## src/rtl/program_sequencer_pkg.sv

```systemverilog
// Shared types for the program sequencer: ICU instruction encoding and sequencer FSM states.
package program_sequencer_pkg;

  localparam int unsigned OPCODE_W = 4;

  typedef enum logic [3:0] {
    NOPO = 4'h0,
    LD   = 4'h1,
    LDC  = 4'h2,
    AND  = 4'h3,
    ANDC = 4'h4,
    OR   = 4'h5,
    ORC  = 4'h6,
    XNOR = 4'h7,
    STO  = 4'h8,
    STOC = 4'h9,
    IEN  = 4'hA,
    OEN  = 4'hB,
    JMP  = 4'hC,
    RTN  = 4'hD,
    SKZ  = 4'hE,
    NOPF = 4'hF
  } instruction_t;

  typedef logic [1:0] seq_state_t;
  localparam seq_state_t PRIME = 2'd0;
  localparam seq_state_t RUN   = 2'd1;
  localparam seq_state_t HALT  = 2'd2;

  // Mirrors the ICU's own decision to skip the word that follows.
  function automatic logic sets_skip(input instruction_t op, input logic rr);
    return (op == RTN) || ((op == SKZ) && !rr);
  endfunction

endpackage

```

## src/rtl/program_sequencer_return_stack.sv

```systemverilog
// LIFO of return addresses; dout shows the current top entry, valid only when not empty.
module return_stack #(
  parameter int unsigned WIDTH = 8,
  parameter int unsigned DEPTH = 4
) (
  input  logic             clk,
  input  logic             rst,
  input  logic             push,
  input  logic             pop,
  input  logic [WIDTH-1:0] din,
  output logic [WIDTH-1:0] dout,
  output logic             full,
  output logic             empty
);

  localparam int unsigned SP_W  = $clog2(DEPTH + 1);
  localparam int unsigned IDX_W = (DEPTH > 1) ? $clog2(DEPTH) : 1;

  logic [WIDTH-1:0] mem [DEPTH];
  logic [SP_W-1:0]  sp;
  logic [IDX_W-1:0] top_idx;
  logic [IDX_W-1:0] wr_idx;

  assign full    = (sp == SP_W'(DEPTH));
  assign empty   = (sp == '0);
  assign top_idx = IDX_W'(sp - SP_W'(1));
  assign wr_idx  = IDX_W'(sp);
  assign dout    = mem[top_idx];

  always_ff @(posedge clk) begin
    if (!rst) begin
      sp <= '0;
    end else if (push && !full) begin
      sp <= sp + SP_W'(1);
    end else if (pop && !empty) begin
      sp <= sp - SP_W'(1);
    end
  end

  // Storage needs no reset; entries above sp are never read.
  always_ff @(posedge clk) begin
    if (push && !full) begin
      mem[wr_idx] <= din;
    end
  end

endmodule

```

## src/rtl/program_sequencer.sv

```systemverilog
// ICU program-control front end: PC, fetch, jump/call/return redirection, skip mirror, halt/resume.
module program_sequencer
  import program_sequencer_pkg::*;
#(
  parameter int unsigned PC_W        = 8,
  parameter int unsigned STACK_DEPTH = 4
) (
  input  logic                   clk,
  input  logic                   rst,
  input  logic                   run,
  output logic [PC_W-1:0]        prog_addr,
  input  logic [OPCODE_W+PC_W-1:0] prog_data,
  output logic                   icu_rst,
  output instruction_t           instr,
  output logic [PC_W-1:0]        io_addr,
  input  logic                   icu_jmp,
  input  logic                   icu_rtn,
  input  logic                   icu_flag_o,
  input  logic                   icu_flag_f,
  input  logic                   icu_rr,
  output logic                   halted,
  output logic                   stack_err
);

  localparam int unsigned DATA_W = OPCODE_W + PC_W;

  seq_state_t      state, state_n;
  logic [PC_W-1:0] pc, pc_n, pc_inc;
  logic [PC_W-1:0] operand, stack_top;
  instruction_t    opcode;
  logic            skip, skip_n;
  logic            err_n;
  logic            push, pop, full, empty;

  assign opcode    = instruction_t'(prog_data[DATA_W-1:PC_W]);
  assign operand   = prog_data[PC_W-1:0];
  assign instr     = opcode;
  assign io_addr   = operand;
  assign prog_addr = pc;
  assign pc_inc    = pc + PC_W'(1);

  return_stack #(
    .WIDTH (PC_W),
    .DEPTH (STACK_DEPTH)
  ) u_stack (
    .clk   (clk),
    .rst   (rst),
    .push  (push),
    .pop   (pop),
    .din   (pc),
    .dout  (stack_top),
    .full  (full),
    .empty (empty)
  );

  always_ff @(posedge clk) begin
    icu_rst <= !rst;
    if (!rst) begin
      state     <= PRIME;
      pc        <= '0;
      skip      <= 1'b0;
      stack_err <= 1'b0;
      halted    <= 1'b0;
    end else begin
      state     <= state_n;
      pc        <= pc_n;
      skip      <= skip_n;
      stack_err <= err_n;
      halted    <= (state_n == HALT);
    end
  end

  // Flags at this edge describe the word currently on prog_data; skipped words are inert.
  always_comb begin
    state_n = state;
    pc_n    = pc;
    skip_n  = skip;
    err_n   = stack_err;
    push    = 1'b0;
    pop     = 1'b0;
    case (state)
      PRIME: state_n = RUN;
      RUN: begin
        if (skip) begin
          skip_n = 1'b0;
          pc_n   = pc_inc;
        end else begin
          skip_n = sets_skip(opcode, icu_rr);
          if (icu_flag_f) begin
            state_n = HALT;
          end else if (icu_jmp) begin
            pc_n = operand;
          end else if (icu_flag_o) begin
            if (full) err_n = 1'b1;
            else      push  = 1'b1;
            pc_n = operand;
          end else if (icu_rtn) begin
            if (empty) begin
              err_n = 1'b1;
              pc_n  = pc_inc;
            end else begin
              pop  = 1'b1;
              pc_n = stack_top;
            end
          end else begin
            pc_n = pc_inc;
          end
        end
      end
      HALT: begin
        if (run) begin
          pc_n    = pc_inc;
          state_n = RUN;
        end
      end
      default: state_n = PRIME;
    endcase
  end

endmodule

```

## config.mk

```make
export PLATFORM = sky130hd
export DESIGN_NAME = program_sequencer
export DESIGN_NICKNAME = d
export VERILOG_FILES = /design/src/rtl/program_sequencer_pkg.sv /design/src/rtl/program_sequencer_return_stack.sv /design/src/rtl/program_sequencer.sv
export SDC_FILE = /design/constraint.sdc
export NUM_CORES = 1
export LEC_CHECK = 0
export CORE_MARGIN = 3
export CORE_UTILIZATION = 30
export CTS_BUF_LIST = sky130_fd_sc_hd__clkbuf_8
export CTS_CLUSTER_SIZE = 28
export DETAILED_ROUTE_END_ITERATION = 7
export DONT_BUFFER_PORTS = 1
export GPL_ROUTABILITY_DRIVEN = 0
export SETUP_SLACK_MARGIN = 0.15
export SLEW_MARGIN = 15
export SYNTH_ARGS = -nofsm -noshare
export SYNTH_HDL_FRONTEND = slang
export SYNTH_SLANG_ARGS = --single-unit
```

## constraint.sdc

```tcl
create_clock -name clk -period 4.13 [get_ports clk]
set_input_delay 0.826 -clock clk [delete_from_list [all_inputs] [get_ports clk]]
set_output_delay 0.826 -clock clk [all_outputs]
set_load 0.02 [all_outputs]
```

# After elaboration in Yosys (flattened, before gate mapping)
# Memory sizes are Yosys's and may differ from the RTL's.
# Cells that the tools add are included.
[totals] mem_bits_ro=0 latch_bits=0 register_bits=17 output_inout_bits=23 mem_count=1 mem_bits_rw=32
[classes] n_bitwise=3 n_shift=0 reduce_logical=16 n_eq_ne=9 muxes=34 mul=0 n_addsub=3 div_mod_pow=0 magnitude_cmp=0
[memory_table] memory="u_stack.mem" words=4 word_bits=8 rd=1 rd_ports_with_merged_regs=0 wr=1 line="program_sequencer_return_stack.sv:19" rtl="logic [WIDTH-1:0] mem [DEPTH];"
[op_table] operator="$mux W8" count=7
[op_table] operator="$mux W1" count=20
[op_table] operator="$pmux W8 S2" count=1
[op_table] operator="$add A8 B1 Y8 const B" count=1
[op_table] operator="$eq A4 B4 Y1 const B" count=2
[op_table] operator="$reduce_bool A2 Y1" count=4
[op_table] operator="$reduce_and A7 Y1" count=1
[op_table] operator="$mux W2" count=3
[op_table] operator="$mux W3" count=2
[op_table] operator="$pmux W2 S3" count=1
[op_table] operator="$eq A2 B2 Y1 const B" count=2
[op_table] operator="$logic_not A1 Y1" count=4
[op_table] operator="$add A3 B1 Y3 const B" count=1
[op_table] operator="$eq A3 B3 Y1 const B" count=1
[op_table] operator="$logic_and A1 B1 Y1" count=3
[op_table] operator="$logic_not A3 Y1" count=1
[op_table] operator="$ne A3 B3 Y1 const B" count=1
[op_table] operator="$not A1 Y1" count=3
[op_table] operator="$reduce_and A3 Y1" count=1
[op_table] operator="$sub A3 B1 Y3 const B" count=1
[op_table] operator="$eq A2 B1 Y1 const B" count=1
[op_table] operator="$logic_not A2 Y1" count=1
[op_table] operator="$ne A2 B1 Y1 const B" count=1
[op_table] operator="$ne A2 B2 Y1 const B" count=1
[op_table] operator="$logic_or A1 B1 Y1" count=1

# Depth between registers and ports, before layout
# Gate-level depths: netlist (run 1).
[logic_depth] depth_word=11 ltp_mapped=8 ltp_nobuf=7

# Hierarchy
# Synthesis (run 1) repeated with hierarchy kept, for this count alone.
[hier_totals] cells_unflattened=200 hier_area_um2=2484.9
[modules_own_cells] module="return_stack" cells_each=76 seq_area_each_um2=1021.0 area_per_inst_um2=1453.9 instances=1
[modules_own_cells] module="program_sequencer" cells_each=124 seq_area_each_um2=280.3 area_per_inst_um2=1031.0 instances=1

# Worst setup path after synthesis (run 1)
# No wires, ideal clock.
[synth_path] path_kind="in2reg" start="input port icu_flag_f" end="memory u_stack.mem[0][0], enable pin" n_path_buf=0 t_arrival_ps=2037 stages=4 path_slack_ps=1761 path_cell_list="or4b_4 > or2_4 > nor2_1 > and2_1"
[synth_between] elab_chain_len=6
[synth_rtl] element="from (decl)" line="program_sequencer.sv:19" rtl="input logic icu_flag_f,"
[synth_rtl] element="$mux W1" line="program_sequencer.sv:89" rtl="if (icu_flag_f) begin"
[synth_rtl] element="$mux W1" line="program_sequencer.sv:84" rtl="if (skip) begin"
[synth_rtl] element="$mux W1" line="program_sequencer.sv:81" rtl="case (state)"
[synth_rtl] element="$logic_and A1 B1 Y1" line="program_sequencer_return_stack.sv:42" rtl="if (push && !full) begin"
[synth_rtl] element="$mux W1" line="program_sequencer_return_stack.sv:42"
[synth_rtl] element="$mux W1 (not written as such)" line="program_sequencer_return_stack.sv:43" rtl="mem[wr_idx] <= din;"
[synth_rtl] element="to (decl)" line="program_sequencer_return_stack.sv:19"
# No other way between the ends.

# Final worst setup path (run 1)
[layout_path] start="register u_stack.sp[0]" end="register pc[6], in the netlist prog_addr[6]"
[layout_between] elab_chain_len=9 elab_cells_between_ends=10 classes_between="add/sub (1); mux (7); reduce/logical (1); memory (1)"
[layout_rtl] element="from (decl)" line="program_sequencer_return_stack.sv:20" rtl="logic [SP_W-1:0] sp;"
[layout_rtl] element="from (signal assigned)" line="program_sequencer_return_stack.sv:34" rtl="sp <= sp + SP_W'(1);"
[layout_rtl] element="from (signal assigned)" line="program_sequencer_return_stack.sv:36" rtl="sp <= sp - SP_W'(1);"
[layout_rtl] element="$sub A3 B1 Y3" line="program_sequencer_return_stack.sv:26" rtl="assign top_idx = IDX_W'(sp - SP_W'(1));"
[layout_rtl] element="$mem_v2 Z4 W8"
[layout_rtl] element="$mux W8 (*)" line="program_sequencer.sv:98" rtl="if (empty) begin"
[layout_rtl] element="$mux W8 (*)" line="program_sequencer.sv:97" rtl="end else if (icu_rtn) begin"
[layout_rtl] element="$mux W8 (*)" line="program_sequencer.sv:93" rtl="end else if (icu_flag_o) begin"
[layout_rtl] element="$mux W8 (*)" line="program_sequencer.sv:91" rtl="end else if (icu_jmp) begin"
[layout_rtl] element="$mux W8 (*)" line="program_sequencer.sv:89"
[layout_rtl] element="$mux W8 (*)" line="program_sequencer.sv:84"
[layout_rtl] element="$pmux W8 S2 (*)" line="program_sequencer.sv:81"
[layout_rtl] element="to (signal assigned)" line="program_sequencer.sv:66" rtl="pc <= pc_n;"
[layout_rtl] element="to (decl)" line="program_sequencer.sv:28" rtl="logic [PC_W-1:0] pc, pc_n, pc_inc;"
# Mark *: on every way between the ends. The rest lies on a longest branch, timed or not. The select of a mux whose other input is x is not followed.
# A chain may end at the register's enable or synchronous reset.

==> results of run 1 <==
path summary, 6_finish.rpt:
path | from | endpoint | slack (ps) | cells past startpoint
worst max-delay path | u_stack.sp[0]$_SDFFE_PN0P_ | prog_addr[6]$_SDFFE_PN0P_ | 1590 | 7
worst min-delay path | u_stack.sp[1]$_SDFFE_PN0P_ | u_stack.sp[1]$_SDFFE_PN0P_ | 580 | 2
worst max register to register | u_stack.sp[0]$_SDFFE_PN0P_ | prog_addr[6]$_SDFFE_PN0P_ | 1590 | 7
worst min register to register | u_stack.sp[1]$_SDFFE_PN0P_ | u_stack.sp[1]$_SDFFE_PN0P_ | 580 | 2
power by group:
part	internal, mW	switching (mW)	total [mW]
clock network	0.181	0.165	0.345
registers	0.537	0.0363	0.574
logic	0.0295	0.0390	0.0685
worst min-delay path, cell delays in order (launching register included):
cell and delay, ps:
sky130_fd_sc_hd__dfxtp_1 350, sky130_fd_sc_hd__mux2i_1 140, sky130_fd_sc_hd__nor2_1 60
sequential cells by signal (all words and copies together), names as in the netlist:
signal,flops
skip,1
halted,1
u_stack.sp,3
prog_addr,8
u_stack.mem,32
icu_rst,1
state,2
stack_err,1
cell type report:
type | instances | share of cell area
clock inverter | 3 | 0.0174
multi-input combinational | 116 | 0.358
clock buffer | 5 | 0.0282
inverter | 8 | 0.0123
tap | 99 | 0.0508
sequential | 49 | 0.533
synth_stat cells (2+ instances only):
cell,instances
sky130_fd_sc_hd__a211oi_1,2
sky130_fd_sc_hd__a21oi_1,6
sky130_fd_sc_hd__and2_1,5
sky130_fd_sc_hd__buf_4,12
sky130_fd_sc_hd__clkbuf_1,3
sky130_fd_sc_hd__dfxtp_1,17
sky130_fd_sc_hd__edfxtp_1,32
sky130_fd_sc_hd__ha_1,6
sky130_fd_sc_hd__inv_1,7
sky130_fd_sc_hd__mux2i_1,2
sky130_fd_sc_hd__mux4_2,8
sky130_fd_sc_hd__nand2_1,8
sky130_fd_sc_hd__nand2b_1,2
sky130_fd_sc_hd__nand3_1,7
sky130_fd_sc_hd__nand4_1,3
sky130_fd_sc_hd__nor2_1,21
sky130_fd_sc_hd__nor2b_1,2
sky130_fd_sc_hd__nor3_1,4
sky130_fd_sc_hd__o21ai_0,7
sky130_fd_sc_hd__o22ai_1,4
sky130_fd_sc_hd__o32ai_1,5
sky130_fd_sc_hd__xnor2_1,2
per-layer routing:
metal,vias to the layer above,global-route usage,share of wire,wire (um)
met5,-,0,0,0
met4,0,0.0313,0.0091,48
met3,5,0.0385,0.065,342
met2,43,0.196,0.48,2550
met1,713,0.168,0.44,2340
li1,684,-,-,-
kinds of logic after synthesis:
family | Yosys count | share of synthesized area
fa+ha+maj | 6 | 0.0321
flops | 49 | 0.557
mux | 10 | 0.0857
xor+xnor | 3 | 0.0113
simple gates | 58 | 0.124
compound gates | 39 | 0.121
buf+inv | 26 | 0.0691
==> run metrics, run 1 <==
number of synthesized flops with an enable pin=32; total vias in the final route=1445; clock tree from TritonCTS=yes; DR WL/cell=18.9 um; worst endpoint required time=4350 ps; DRC marker count from the first detailed-route iteration=146; worst setup slack after placement=about 1500 ps; die width=94.2 um; share of the synthesized area in the top cell type=0.411; final setup violation count=0; global router's overall resource usage=0.125; antenna violations before repair=0; startpoint types=flip-flop; Final Routed Wirelength=5280 um; pin count of the biggest net entering global routing=17; share of layout cells above drive strength 1=0.110; Total Negative Setup Slacks=0 ps; total power=987 uW; Syn Area/Cell=12.2 um^2; total CTS buffers=5; Hold Fails Final Rpt=0; total power divided by cell area=approximately 400 nW/um^2; clock sinks=49; Root Buffer=sky130_fd_sc_hd__clkbuf_8; Core Footprint=7410 um^2; final core utilization=0.329; CP bufs+invs=1; GR Overflow Total=0; number of setup buffers added after CTS=0; vias per inst=5.16; post-synthesis sequential area ratio=0.557; worst vdd rail ir drop=just under 0.2 mV; port bufs=0; # Max-Cap Violations=0; cell types with the largest area share after synthesis=sky130_fd_sc_hd__edfxtp_1 (41%), sky130_fd_sc_hd__dfxtp_1 (15%), sky130_fd_sc_hd__mux4_2 (7.7%); type of the worst setup path=flip-flop to flip-flop; minimum period implied by the final worst setup slack=2540 ps; maximum cell stage delay along the critical path=between 700 and 800 ps; portion of the clock cycle consumed by the worst path in the final layout=0.614; combined area of the multi-input logic cells=873 um^2; residual antenna-violating net count after detailed routing=0; Final Worst Setup Slack=approximately 1600 ps; effective utilization at floorplan=0.315; count of H-tree levels built during CTS=2; total number of placement rows=31; synthesized area=2340 um^2; number of search-and-repair iterations in the first detailed-routing pass=4; detailed placement HPWL=approximately 3800 um; commonest cells after routing, fill and taps aside=sky130_fd_sc_hd__edfxtp_1 (32), sky130_fd_sc_hd__nor2_1 (21), sky130_fd_sc_hd__dfxtp_1 (17); number of diodes added for antenna fixing=0; leakage dissipation=0.767 nW; clock slew seen by the registers of the worst setup and hold paths=90 ps; Rel. slew slack=0.322; post-cts repair resize count=0; total of fill cells in the finished design=approximately 700; vias in the first global route=1392; worst skew pair latency=310 ps; flops & latches, synth=a little under 50; overall die area=8880 um^2; clk_skew=5.89 ps; placed standard-cell area=2330 um^2; Max Clk Rate=394 MHz; warning count from the yosys run=0; count of unique library cells instantiated by Yosys=48; CTS Hold Bufs=0; critical path's top delay family=flip-flops; Crit path arrival time=2760 ps; Cell Count Post-Placement=roughly 270; primary flip-flop cell chosen by synthesis mapping=sky130_fd_sc_hd__edfxtp_1; CTS Buffer Depth=2; non-filler cells in the finished layout=280; biggest fanout along the worst timing path=12; Critical Path Slowest Stage Cell=sky130_fd_sc_hd__dfxtp_1; library cell occupying the most area in the post-synthesis netlist=sky130_fd_sc_hd__edfxtp_1; area taken by flip-flops and latches=between 1000 and 1500 um^2; critical path endpoint category=flip-flop; Hold/Removal Path Class=flip-flop to flip-flop; synthesis-to-finish area growth=4.45%; unrepaired setup endpoints after global routing=false; first-pass GRT wire length=8140 um; worst path cell trace=inv_1 > ha_1 > nand2b_1 > a21boi_1 > nor2_1 > o21ai_0 > a211oi_1; Hold Worst Slack=582 ps; DRC violations left=0; worst-margin pin slew=1020 ps; result of the run=completed; Synth Net Count=217; cell count after synthesis=around 190; Post-Layout Inst Area=around 2400 um^2; share of synthesized flip-flops with an asynchronous set or reset=0; most frequent standard cell in the layout excluding fill and tap cells=sky130_fd_sc_hd__edfxtp_1; number of nets at the end of the flow=between 200 and 250; Die Height=about 94 um; Max Slew Vio Count=0; I/O pin total=43
Note: power is estimated with default switching activity, not from simulation.
==> run 2: changes to the inputs <==
==> constraint.sdc (replaced) <==
create_clock -name clk -period 2.15 [get_ports clk]
set_input_delay 0.43 -clock clk [delete_from_list [all_inputs] [get_ports clk]]
set_output_delay 0.43 -clock clk [all_outputs]
set_load 0.02 [all_outputs]
==> run 2 against run 1 <==
Effect of this change: total power increased by 85%; sequential power is 86% higher; final cell count is 4.6% higher; critical path depth down 2; utilization rose by 1.5 points; fmax up 35%; critical path type unchanged; largest power group unchanged.
==> run metrics, run 2 (synthesis results as in run 1) <==
result of the run=completed; total number of placement rows=31 (unchanged); global router's overall resource usage=0.119 (-0.00566); Max Clk Rate=533 MHz (+35%); DRC violations left=0 (unchanged); clock tree from TritonCTS=yes; leakage dissipation=0.825 nW (+7.6%); port bufs=0 (unchanged); first-pass GRT wire length=7980 um (-2.0%); share of layout cells above drive strength 1=0.211 (+0.101); Post-Layout Inst Area=2550 um^2 (+4.5%); pin count of the biggest net entering global routing=18 (+1); unrepaired setup endpoints after global routing=false; Critical Path Slowest Stage Cell=sky130_fd_sc_hd__or4b_4; Die Height=94.2 um (unchanged); commonest cells after routing, fill and taps aside=sky130_fd_sc_hd__edfxtp_1 (32), sky130_fd_sc_hd__nor2_1 (19), sky130_fd_sc_hd__dfxtp_1 (17); total of fill cells in the finished design=716 (+0.70%); biggest fanout along the worst timing path=8 (-4); total vias in the final route=1494 (+3.4%); Final Routed Wirelength=5040 um (-4.5%); Hold Fails Final Rpt=0 (unchanged); vias in the first global route=1477 (+6.1%); Max Slew Vio Count=0 (unchanged); effective utilization at floorplan=0.315 (unchanged); type of the worst setup path=flip-flop to flip-flop; worst-margin pin slew=519 ps (-498 ps); CP bufs+invs=1 (unchanged); launch point of the worst path=skip$_SDFFE_PN0P_; Total Negative Setup Slacks=0 ps (unchanged); worst skew pair latency=310 ps (about the same); clk_skew=9.10 ps (+3.21 ps); total CTS buffers=5 (unchanged); Core Footprint=7410 um^2 (unchanged); final core utilization=0.344 (+0.0149); worst endpoint required time=2180 ps (-2170 ps); Rel. slew slack=0.653 (+0.331); count of H-tree levels built during CTS=2 (unchanged); number of search-and-repair iterations in the first detailed-routing pass=4 (unchanged); Root Buffer=sky130_fd_sc_hd__clkbuf_8; critical path endpoint category=flip-flop; worst hold path startpoint=rst; total power divided by cell area=718 nW/um^2 (+77%); CTS Buffer Depth=2 (unchanged); placed standard-cell area=2440 um^2 (+4.7%); clock slew seen by the registers of the worst setup and hold paths=100 ps (about the same); DRC marker count from the first detailed-route iteration=99 (-32%); GR Overflow Total=0 (unchanged); minimum period implied by the final worst setup slack=1880 ps (-661 ps); clock sinks=49 (unchanged); CTS Hold Bufs=0 (unchanged); worst vdd rail ir drop=0.419 mV (+110%); vias per inst=5.10 (-1.2%); Crit path arrival time=1910 ps (-850 ps); die width=94.2 um (unchanged); critical path's top delay family=simple AND/OR/NAND/NOR gates; most flop-heavy register=u_stack.mem; number of diodes added for antenna fixing=0 (unchanged); overall die area=8880 um^2 (unchanged); DR WL/cell=17.2 um (-8.8%); antenna violations before repair=0 (unchanged); portion of the clock cycle consumed by the worst path in the final layout=0.872 (+0.258); maximum cell stage delay along the critical path=540 ps (-240 ps); Hold/Removal Path Class=primary input to flip-flop; residual antenna-violating net count after detailed routing=0 (unchanged); max FFs per register=32 (unchanged); I/O pin total=43 (unchanged); number of nets at the end of the flow=219 (+6.3%); most frequent standard cell in the layout excluding fill and tap cells=sky130_fd_sc_hd__edfxtp_1; beginning of the worst register-to-register path=skip$_SDFFE_PN0P_; # Max-Cap Violations=0 (unchanged); detailed placement HPWL=3800 um (-1.2%); startpoint types=flip-flop; worst path cell trace=or4b_4 > or2_4 > nor2_2 > and2_1 > buf_12; final setup violation count=0 (unchanged); number of setup buffers added after CTS=0 (unchanged); synthesis-to-finish area growth=9.16%
[run 2: changes by cell type in the layout (fill, tap and decap cells not counted), sizes merged]
cell / previous run / this run
buf: 0 / 13
clkinvlp: 0 / 1
bufinv: 1 / 0
[run 2: through the flow]
step	instances	power (mW)	setup WS (ps)	hold WS (ps)
3_3_place_gp	285	1.27	61.5	536
4_1_cts	293	1.85	222	236
6_report	293	1.83	274	244
3_5_place_dp	285	1.27	25.1	543
5_1_grt	293	1.91	158	237
2_1_floorplan	191	1.25	177	512
[run 2: worst register-to-register path, cell delays in order (launching register included)]
cell and delay, ps:
sky130_fd_sc_hd__dfxtp_1 330, sky130_fd_sc_hd__or4b_4 540, sky130_fd_sc_hd__or2_4 250, sky130_fd_sc_hd__nor2_2 140
sky130_fd_sc_hd__and2_1 200, sky130_fd_sc_hd__buf_12 140
[run 2: timing repair]
action | 4_1_cts | 5_1_grt
gates resized for setup | 4 | 3
endpoints found under the hold margin | 0 | 0
setup endpoints to repair | 25 | 8
[run 2: layer usage]
| layer | global-route usage | vias to the layer above | share of wire |
|---|---|---|---|
| met5 | 0 | - | 0 |
| met4 | 0.0542 | 0 | 0.016 |
| met3 | 0.0345 | 6 | 0.075 |
| met2 | 0.183 | 43 | 0.47 |
| met1 | 0.155 | 736 | 0.44 |
| li1 | - | 709 | - |
[run 2: report_power, final]
part	switching, mW	internal [mW]
sequential	0.0424	1.03
clock	0.339	0.238
combinational	0.103	0.0755
total	0.485	1.34
[run 2: layout make-up]
cell class	instances	area, um^2	area share
Tap cell	99	124	0.0486
Inverter	8	30.0	0.0118
Sequential cell	49	1300	0.510
Timing Repair Buffer	13	110	0.0432
Multi-Input combinational cell	116	891	0.349
Clock inverter	3	25.0	0.00981
Clock buffer	5	68.8	0.0270
[run 2: final timing paths]
check	end	cells past startpoint	slack [ps]
hold reg to reg	state[0]$_SDFF_PN0_	3	570
setup / recovery	u_stack.mem[2][0]$_DFFE_PP_	5	270
hold / removal	prog_addr[7]$_SDFFE_PN0P_	2	240
setup reg to reg	u_stack.mem[2][0]$_DFFE_PP_	5	270
